--- config.mk ---
export PLATFORM = sky130hd
export DESIGN_NAME = butterfly_pipe
export DESIGN_NICKNAME = d
export VERILOG_FILES = /design/src/rtl/butterfly_pipe.sv
export SDC_FILE = /design/constraint.sdc
export NUM_CORES = 1
export LEC_CHECK = 0
export ABC_AREA = 1
export BUFFER_PORTS_ARGS = -buffer_cell sky130_fd_sc_hd__buf_4
export CAP_MARGIN = 10
export CELL_PAD_IN_SITES_DETAIL_PLACEMENT = 0
export CELL_PAD_IN_SITES_GLOBAL_PLACEMENT = 2
export CORE_UTILIZATION = 34
export CTS_CLUSTER_DIAMETER = 120
export DETAILED_ROUTE_END_ITERATION = 16
export PLACE_DENSITY = 0.9
export SLEW_MARGIN = 20
export SYNTH_ARGS = -nofsm -noshare
export SYNTH_HDL_FRONTEND = slang
export SYNTH_SLANG_ARGS = --single-unit
--- constraint.sdc ---
create_clock -name clk -period 2.6 [get_ports clk]
set_input_delay 0.26 -clock clk [delete_from_list [all_inputs] [get_ports clk]]
set_output_delay 0.26 -clock clk [all_outputs]
set_load 0.02 [all_outputs]
--- src/rtl/butterfly_pipe.sv ---
// butterfly_pipe: two-stage radix-2 butterfly with valid/ready, modes, 1/2 scaling and sticky overflow.
// Define BFLY_SAT_EN to saturate out-of-range outputs instead of wrapping.
module butterfly_pipe #(
  parameter int IN_W  = 9,
  parameter int OUT_W = 10
) (
  input  logic                    clk,
  input  logic                    rst,
  input  logic                    in_valid,
  output logic                    in_ready,
  input  logic [1:0]              mode,
  input  logic                    scale,
  input  logic signed [IN_W-1:0]  x0_re,
  input  logic signed [IN_W-1:0]  x0_im,
  input  logic signed [IN_W-1:0]  x1_re,
  input  logic signed [IN_W-1:0]  x1_im,
  output logic                    out_valid,
  input  logic                    out_ready,
  output logic signed [OUT_W-1:0] y0_re,
  output logic signed [OUT_W-1:0] y0_im,
  output logic signed [OUT_W-1:0] y1_re,
  output logic signed [OUT_W-1:0] y1_im,
  output logic                    ovf,
  input  logic                    clr_ovf
);
  localparam int GW = IN_W + 1;
  localparam int RW = GW + 1;
  localparam int HB = (OUT_W > GW) ? GW : OUT_W - 1;
`ifdef BFLY_SAT_EN
  localparam bit SAT = 1'b1;
`else
  localparam bit SAT = 1'b0;
`endif
  logic                    w_adv, w_set;
  logic signed [GW-1:0]    w_x0r, w_x0i, w_x1r, w_x1i, w_br, w_bi;
  logic signed [GW-1:0]    w_a [4];
  logic signed [OUT_W-1:0] w_y [4];
  logic [3:0]              w_of;
  logic                    r_v1, r_s1, r_v2, r_ovf;
  logic signed [GW-1:0]    r_a [4];
  logic signed [OUT_W-1:0] r_y [4];

  // Returns {out_of_range, result}; range check looks at the bits above the OUT_W sign bit.
  function automatic logic [OUT_W:0] conv(input logic signed [GW-1:0] v, input logic s);
    logic signed [RW-1:0] t;
    logic [GW-HB:0]       hi;
    logic                 fit;
    logic [OUT_W-1:0]     y;
    t = RW'(v);
    if (s) t = (t + RW'(1)) >>> 1;
    hi = t[GW:HB];
    fit = &hi | ~|hi;
    y = (fit || !SAT) ? OUT_W'(t) : t[GW] ? {1'b1, {(OUT_W-1){1'b0}}} : {1'b0, {(OUT_W-1){1'b1}}};
    return {~fit, y};
  endfunction

  assign w_adv     = out_ready | ~r_v2;
  assign in_ready  = w_adv;
  assign out_valid = r_v2;
  assign ovf       = r_ovf;
  assign {y0_re, y0_im, y1_re, y1_im} = {r_y[0], r_y[1], r_y[2], r_y[3]};

  // Mode 11 rotates x1 by -j: (re, im) -> (im, -re), negated at full growth width.
  assign w_x0r = GW'(x0_re);
  assign w_x0i = GW'(x0_im);
  assign w_x1r = GW'(x1_re);
  assign w_x1i = GW'(x1_im);
  assign w_br  = (mode == 2'b11) ? w_x1i : w_x1r;
  assign w_bi  = (mode == 2'b11) ? -w_x1r : w_x1i;
  assign w_a[0] = (mode == 2'b01) ? w_x0r : (mode == 2'b10) ? w_x1r : w_x0r + w_br;
  assign w_a[1] = (mode == 2'b01) ? w_x0i : (mode == 2'b10) ? w_x1i : w_x0i + w_bi;
  assign w_a[2] = (mode == 2'b01) ? w_x1r : (mode == 2'b10) ? w_x0r : w_x0r - w_br;
  assign w_a[3] = (mode == 2'b01) ? w_x1i : (mode == 2'b10) ? w_x0i : w_x0i - w_bi;

  always_comb begin
    w_of = '0;
    for (int i = 0; i < 4; i++) {w_of[i], w_y[i]} = conv(r_a[i], r_s1);
  end

  assign w_set = w_adv & r_v1 & |w_of;

  always_ff @(posedge clk or posedge rst) begin
    if (rst) begin
      r_v1  <= 1'b0;
      r_s1  <= 1'b0;
      r_v2  <= 1'b0;
      r_ovf <= 1'b0;
      for (int i = 0; i < 4; i++) begin
        r_a[i] <= '0;
        r_y[i] <= '0;
      end
    end else begin
      if (w_adv) begin
        r_v1 <= in_valid;
        r_s1 <= scale;
        r_v2 <= r_v1;
        for (int i = 0; i < 4; i++) begin
          r_a[i] <= w_a[i];
          r_y[i] <= w_y[i];
        end
      end
      r_ovf <= w_set | (r_ovf & ~clr_ovf);
    end
  end
endmodule

======== Word-level counts from Yosys, hierarchy flattened ========
Cells that the tools add are included.
storage, ports and cells
  word-level logic and storage cells ...... 66
  register bits after elaboration ......... 84
  input bits .............................. 44
cells by class
  bitwise logic cells ..................... 15
  multiplexer cells ....................... 14
  equal/unequal tests ..................... 3
  reductions and logical operators ........ 13
  add/sub/neg operators ................... 9
operators with widths
  kind                     number
  $mux W10                 10
  $add A10 B2 Y11 const B  4
  $mux W11                 4
  $add A9 B10 Y10          2
  $sub A9 B10 Y10          2
  $neg A9 Y10              1
  $reduce_and A2 Y1        4
  $reduce_or A2 Y1         4
  $not A1 Y1               6
  $or A1 B1 Y1             6
  $eq A2 B2 Y1 const B     2
  $logic_not A1 Y1         4
  $reduce_or A4 Y1         1
  $and A1 B1 Y1            3
  $eq A2 B1 Y1 const B     1

======== Longest topological paths before layout ========
  word-level depth ........................ 9
  gate-level depth with buffers ........... 22

======== Least setup slack after synthesis ========
OpenSTA, ideal clock, no wires.
  kind .................................... input-to-reg
  start ................................... input port x1_re[0]
  end ..................................... register r_a[9] (netlist bit)
  data arrival time ....................... 2270 ps
  slack ................................... 257 ps
  stages on the path ...................... 22
  required time ........................... 2527 ps
  library setup time ...................... 73 ps
  cells stage by stage .................... inv_1 ha_1 nand2_1 nor2_1 inv_1 nor2_1 inv_1 nand2_1 nand2_1 o21ai_0 inv_1 ha_1 buf_2 o21ai_0 a21boi_0 nand3_1 inv_1 nand3_1 nand3_1 nand2_1 nand2_1 a21oi_2
on the way
  word-level cells in the longest chain between the ends .. 5
RTL lines
  what                             line  RTL
  from (decl)                      15    input logic signed [IN_W-1:0] x1_re,
  $neg A9 Y10                      69    assign w_bi = (mode == 2'b11) ? -w_x1r : w_x1i;
  $mux W10                         69
  $sub A9 B10 Y10                  73    assign w_a[3] = (mode == 2'b01) ? w_x1i : (mode == 2'b10) ? w_x0i : w_x0i - w_bi;
  $mux W10 (2 in series)           73
  to (signal, indexed assignment)  98    r_a[i] <= w_a[i];
  to (decl)                        40    logic signed [GW-1:0] r_a [4];
Every way passes these cells.
A chain may end at the register's enable or synchronous reset.

======== Worst setup path in the final report ========
Ends and elaborated chain as after synthesis.

==> impl_metrics.yaml <==
final_layout:
  syn2layout_area_growth_pct: 21.83
  fillCellCount: 1957
  final_common_cell: "nand2_1"
  n_antenna_cell: 0
  most-common-layout-cells: "nand2_1, buf_4, inv_1, dfrtp_1, o21ai_0"
  finish.net_count: 1094
  fin_cells: 1240
  drive_gt1_share_pct: 18.89
floorplanning:
  chipWidth_um: 140.8
  die-area_sq_um: 19830
  start_util_pct: 34.91
  die_h_um: 140.8
  ios: 87
  core-area_sq_um: 18770
  rows: 50
synthesis:
  netlist.area_leader.share_pct: 32.08
  yosysTopAreaCell: "dfrtp_1"
  synthTopCellsByArea: "dfrtp_1, nand2_1, ha_1, inv_1, o21ai_0"
  synth_fp_nets: 991
  avgSynthCellArea_sq_um: 7.297
  synth-async-reset-ratio_pct: 100.0
  synth_area_sq_um: 6553
  synth_ff_type: "dfrtp_1"
  synth-warning-count: 0
  synth-edff-count: 0
  synth_cell_type_count: 52
  synth-seq-cells: 84
  synthCells: 898
  yosysSeqAreaShare_pct: 32.08
sta:
  fin_worst_skew_ps: 8.930
  worst-slew-pin-transition_ps: 622.1
  fin_crit_sh_pct: 88.22
  slew_headroom_pct: 58.52
  period_minus_slack_ps: 2294
  setup_viol: 0
  slew_viol_final: 0
  max_freq_mhz: 436.0
  rsz0062_at_grt: "false"
  hold_viol: 0
grt:
  grt-ovfl-total: 0
  grt_pass1_wl_mm: 30.85
  grt_pass1_vias: 5938
  gr-usage-all-layers_pct: 19.87
  antenna_found_initial: 0
  grt_max_degree: 72
setup_path:
  critPathKind: "input pin to flop"
  cp_slowest_cell: "ha_1"
  reg2reg_depth: 4
  worstPathArrival_ps: 2560
  slowest_delay_ps: 300
  critical_path.cell_chain: "buf_4 > inv_1 > ha_2 > nand2_1 > nor2_1 > inv_1 > nor2_2 > inv_1 > o21ai_0 > nand3_1 > nand2_1 > inv_1 > ha_1 > nor2_1 > and2_1 > nand4_1 > nand3_2 > inv_1 > nand3_1 > nand3_1 > nand2_1 > nand2_1 > a21oi_2"
  crit_cells: 23
  cp_num_buf_inv: 6
  path_delay_family: "simple AND/OR/NAND/NOR gates"
  end_kind: "flop"
  r2r_setup_slack_ps: 1010
  critPathLaunchType: "input pin"
  crit_top_cell: "inv_1"
  crit_required_ps: 2870
  cp_max_fo: 3
cts:
  numClockSinks: 84
  clockBufferDepth: 2
  cts_tree: "done"
  cts_max_level: 3
  cts_buffers: 9
  clk_latency_ps: 340
  root_buffer: "clkbuf_16"
  cts.clk_slew.worst_paths_ps: 60
min_path:
  hold_path_depth: 2
  holdCritPathClass: "input pin to flop"
detailed_routing:
  drtPass1Iterations: 5
  wl_per_cell_um: 15.31
  via_count: 6205
  routed_wl_mm: 18.99
  drtIter0Drc: 384
  antenna_left: 0
  drc: 0
  vias_per_cell: 5.004
power:
  pwr_density_cell_nw_per_um2: 684.8
  p_leak_nw: 3.922
  power_w: 0.005467
  irDropWorstVdd_mv: 0.3440
place:
  io_buffer_count: 86
  gp_congestion: 0.8760
  dp.final_hpwl_mm: 14.90
  placedCellCount: 1223
job:
  drv_cap: 0
run_status:
  status: "finished, final reports clean"
[per-layer routing]
metal,vias up,track usage [%],wire [um]
met3,27,1.766,730
met5,-,0,0
met4,0,7.895,415
met2,149,30.01,7953
li1,3201,-,-
met1,2828,29.11,9889
[timing repair]
item	CTS	global route
hold buffers	1	0
endpoints found under the hold margin	20	0
buffers inserted	0	0
setup endpoints to repair	0	3
gates resized for setup	0	6
[sequential cells by signal (all words and copies together) (netlist names)]
signal / cells
out_valid: 1
r_s1: 1
y0_im: 10
r_v1: 1
ovf: 1
r_a: 40
y1_im: 10
y0_re: 10
y1_re: 10
[synthesized netlist by cell type, types with 4 or more instances]
cell type  count
inv_2         10
nand2_1      212
o2111ai_1      7
nor2_1        66
o221ai_1       4
nor3_1         6
buf_2         12
o21a_1         4
a221oi_1      13
o21ai_1       30
xnor2_1       13
buf_6          5
fa_1           4
clkbuf_1      16
a22oi_1        6
a21oi_1       57
nand2_4        4
nand4_1        7
o21ai_0       67
ha_1          45
nand3_1       41
a21oi_2        4
a31oi_1       13
nand2_2        4
o211ai_1       4
xor2_1        17
inv_1         95
dfrtp_1       84
o21bai_1       7
[cells by family after synthesis]
| group | count (synthesis) | synth area share, % |
|---|---|---|
| AOI/OAI and AO/OA | 229 | 20.95 |
| and+or+nand+nor | 359 | 23.58 |
| buffers and inverters | 147 | 9.567 |
| xor gates and xnor gates | 30 | 4.010 |
| adders and majority gates | 49 | 9.815 |
| DFF | 84 | 32.08 |
[area by class of cell]
type | count | area [sq um] | share of cell area (%)
clock inverter | 4 | 47.55 | 0.5956
tap | 234 | 292.8 | 3.668
sequential | 84 | 2102 | 26.33
timing repair buffer | 132 | 1031 | 12.92
inverter | 107 | 410.4 | 5.141
clock buffer | 12 | 256.5 | 3.213
multi-input combinational | 667 | 3842 | 48.13
[power by group]
part / switching, W / internal, W / leakage [nW]
combinational: 0.00130 / 0.000910 / 2.78
clock: 0.000511 / 0.000794 / 0.149
sequential: 0.000297 / 0.00165 / 0.994
total: 0.00211 / 0.00335 / 3.92
[stage by stage]
step	util [%]	setup slack [ps]	hold WS, ps	cell area, sq um	TNS (ps)
after floorplan	-	174.9	326.4	6553	0
after global placement	40.79	-32.69	265.5	7655	-32.69
after global routing	42.53	6.611	55.78	7983	0
after detailed placement	40.79	-67.09	261.8	7655	-87.96
after CTS	42.46	281.9	49.95	7969	0
final	42.53	306.2	65.28	7983	0
[worst reg2reg max path, stage by stage (launching register included)]
cell     delay (ps)
dfrtp_1         590
inv_1           340
o21ai_0         280
xnor2_1         160
o21ai_0          90
[final timing paths]
path	start	endpoint
max in group asynchronous	rst	r_a[39]
hold reg to reg	r_v1	out_valid
setup reg to reg	r_s1	y0_re[6]
hold / removal	clr_ovf	ovf
min in group asynchronous	rst	ovf
setup / recovery	x1_re[0]	r_a[9]
No activity file was read; power rests on OpenSTA's default activity.
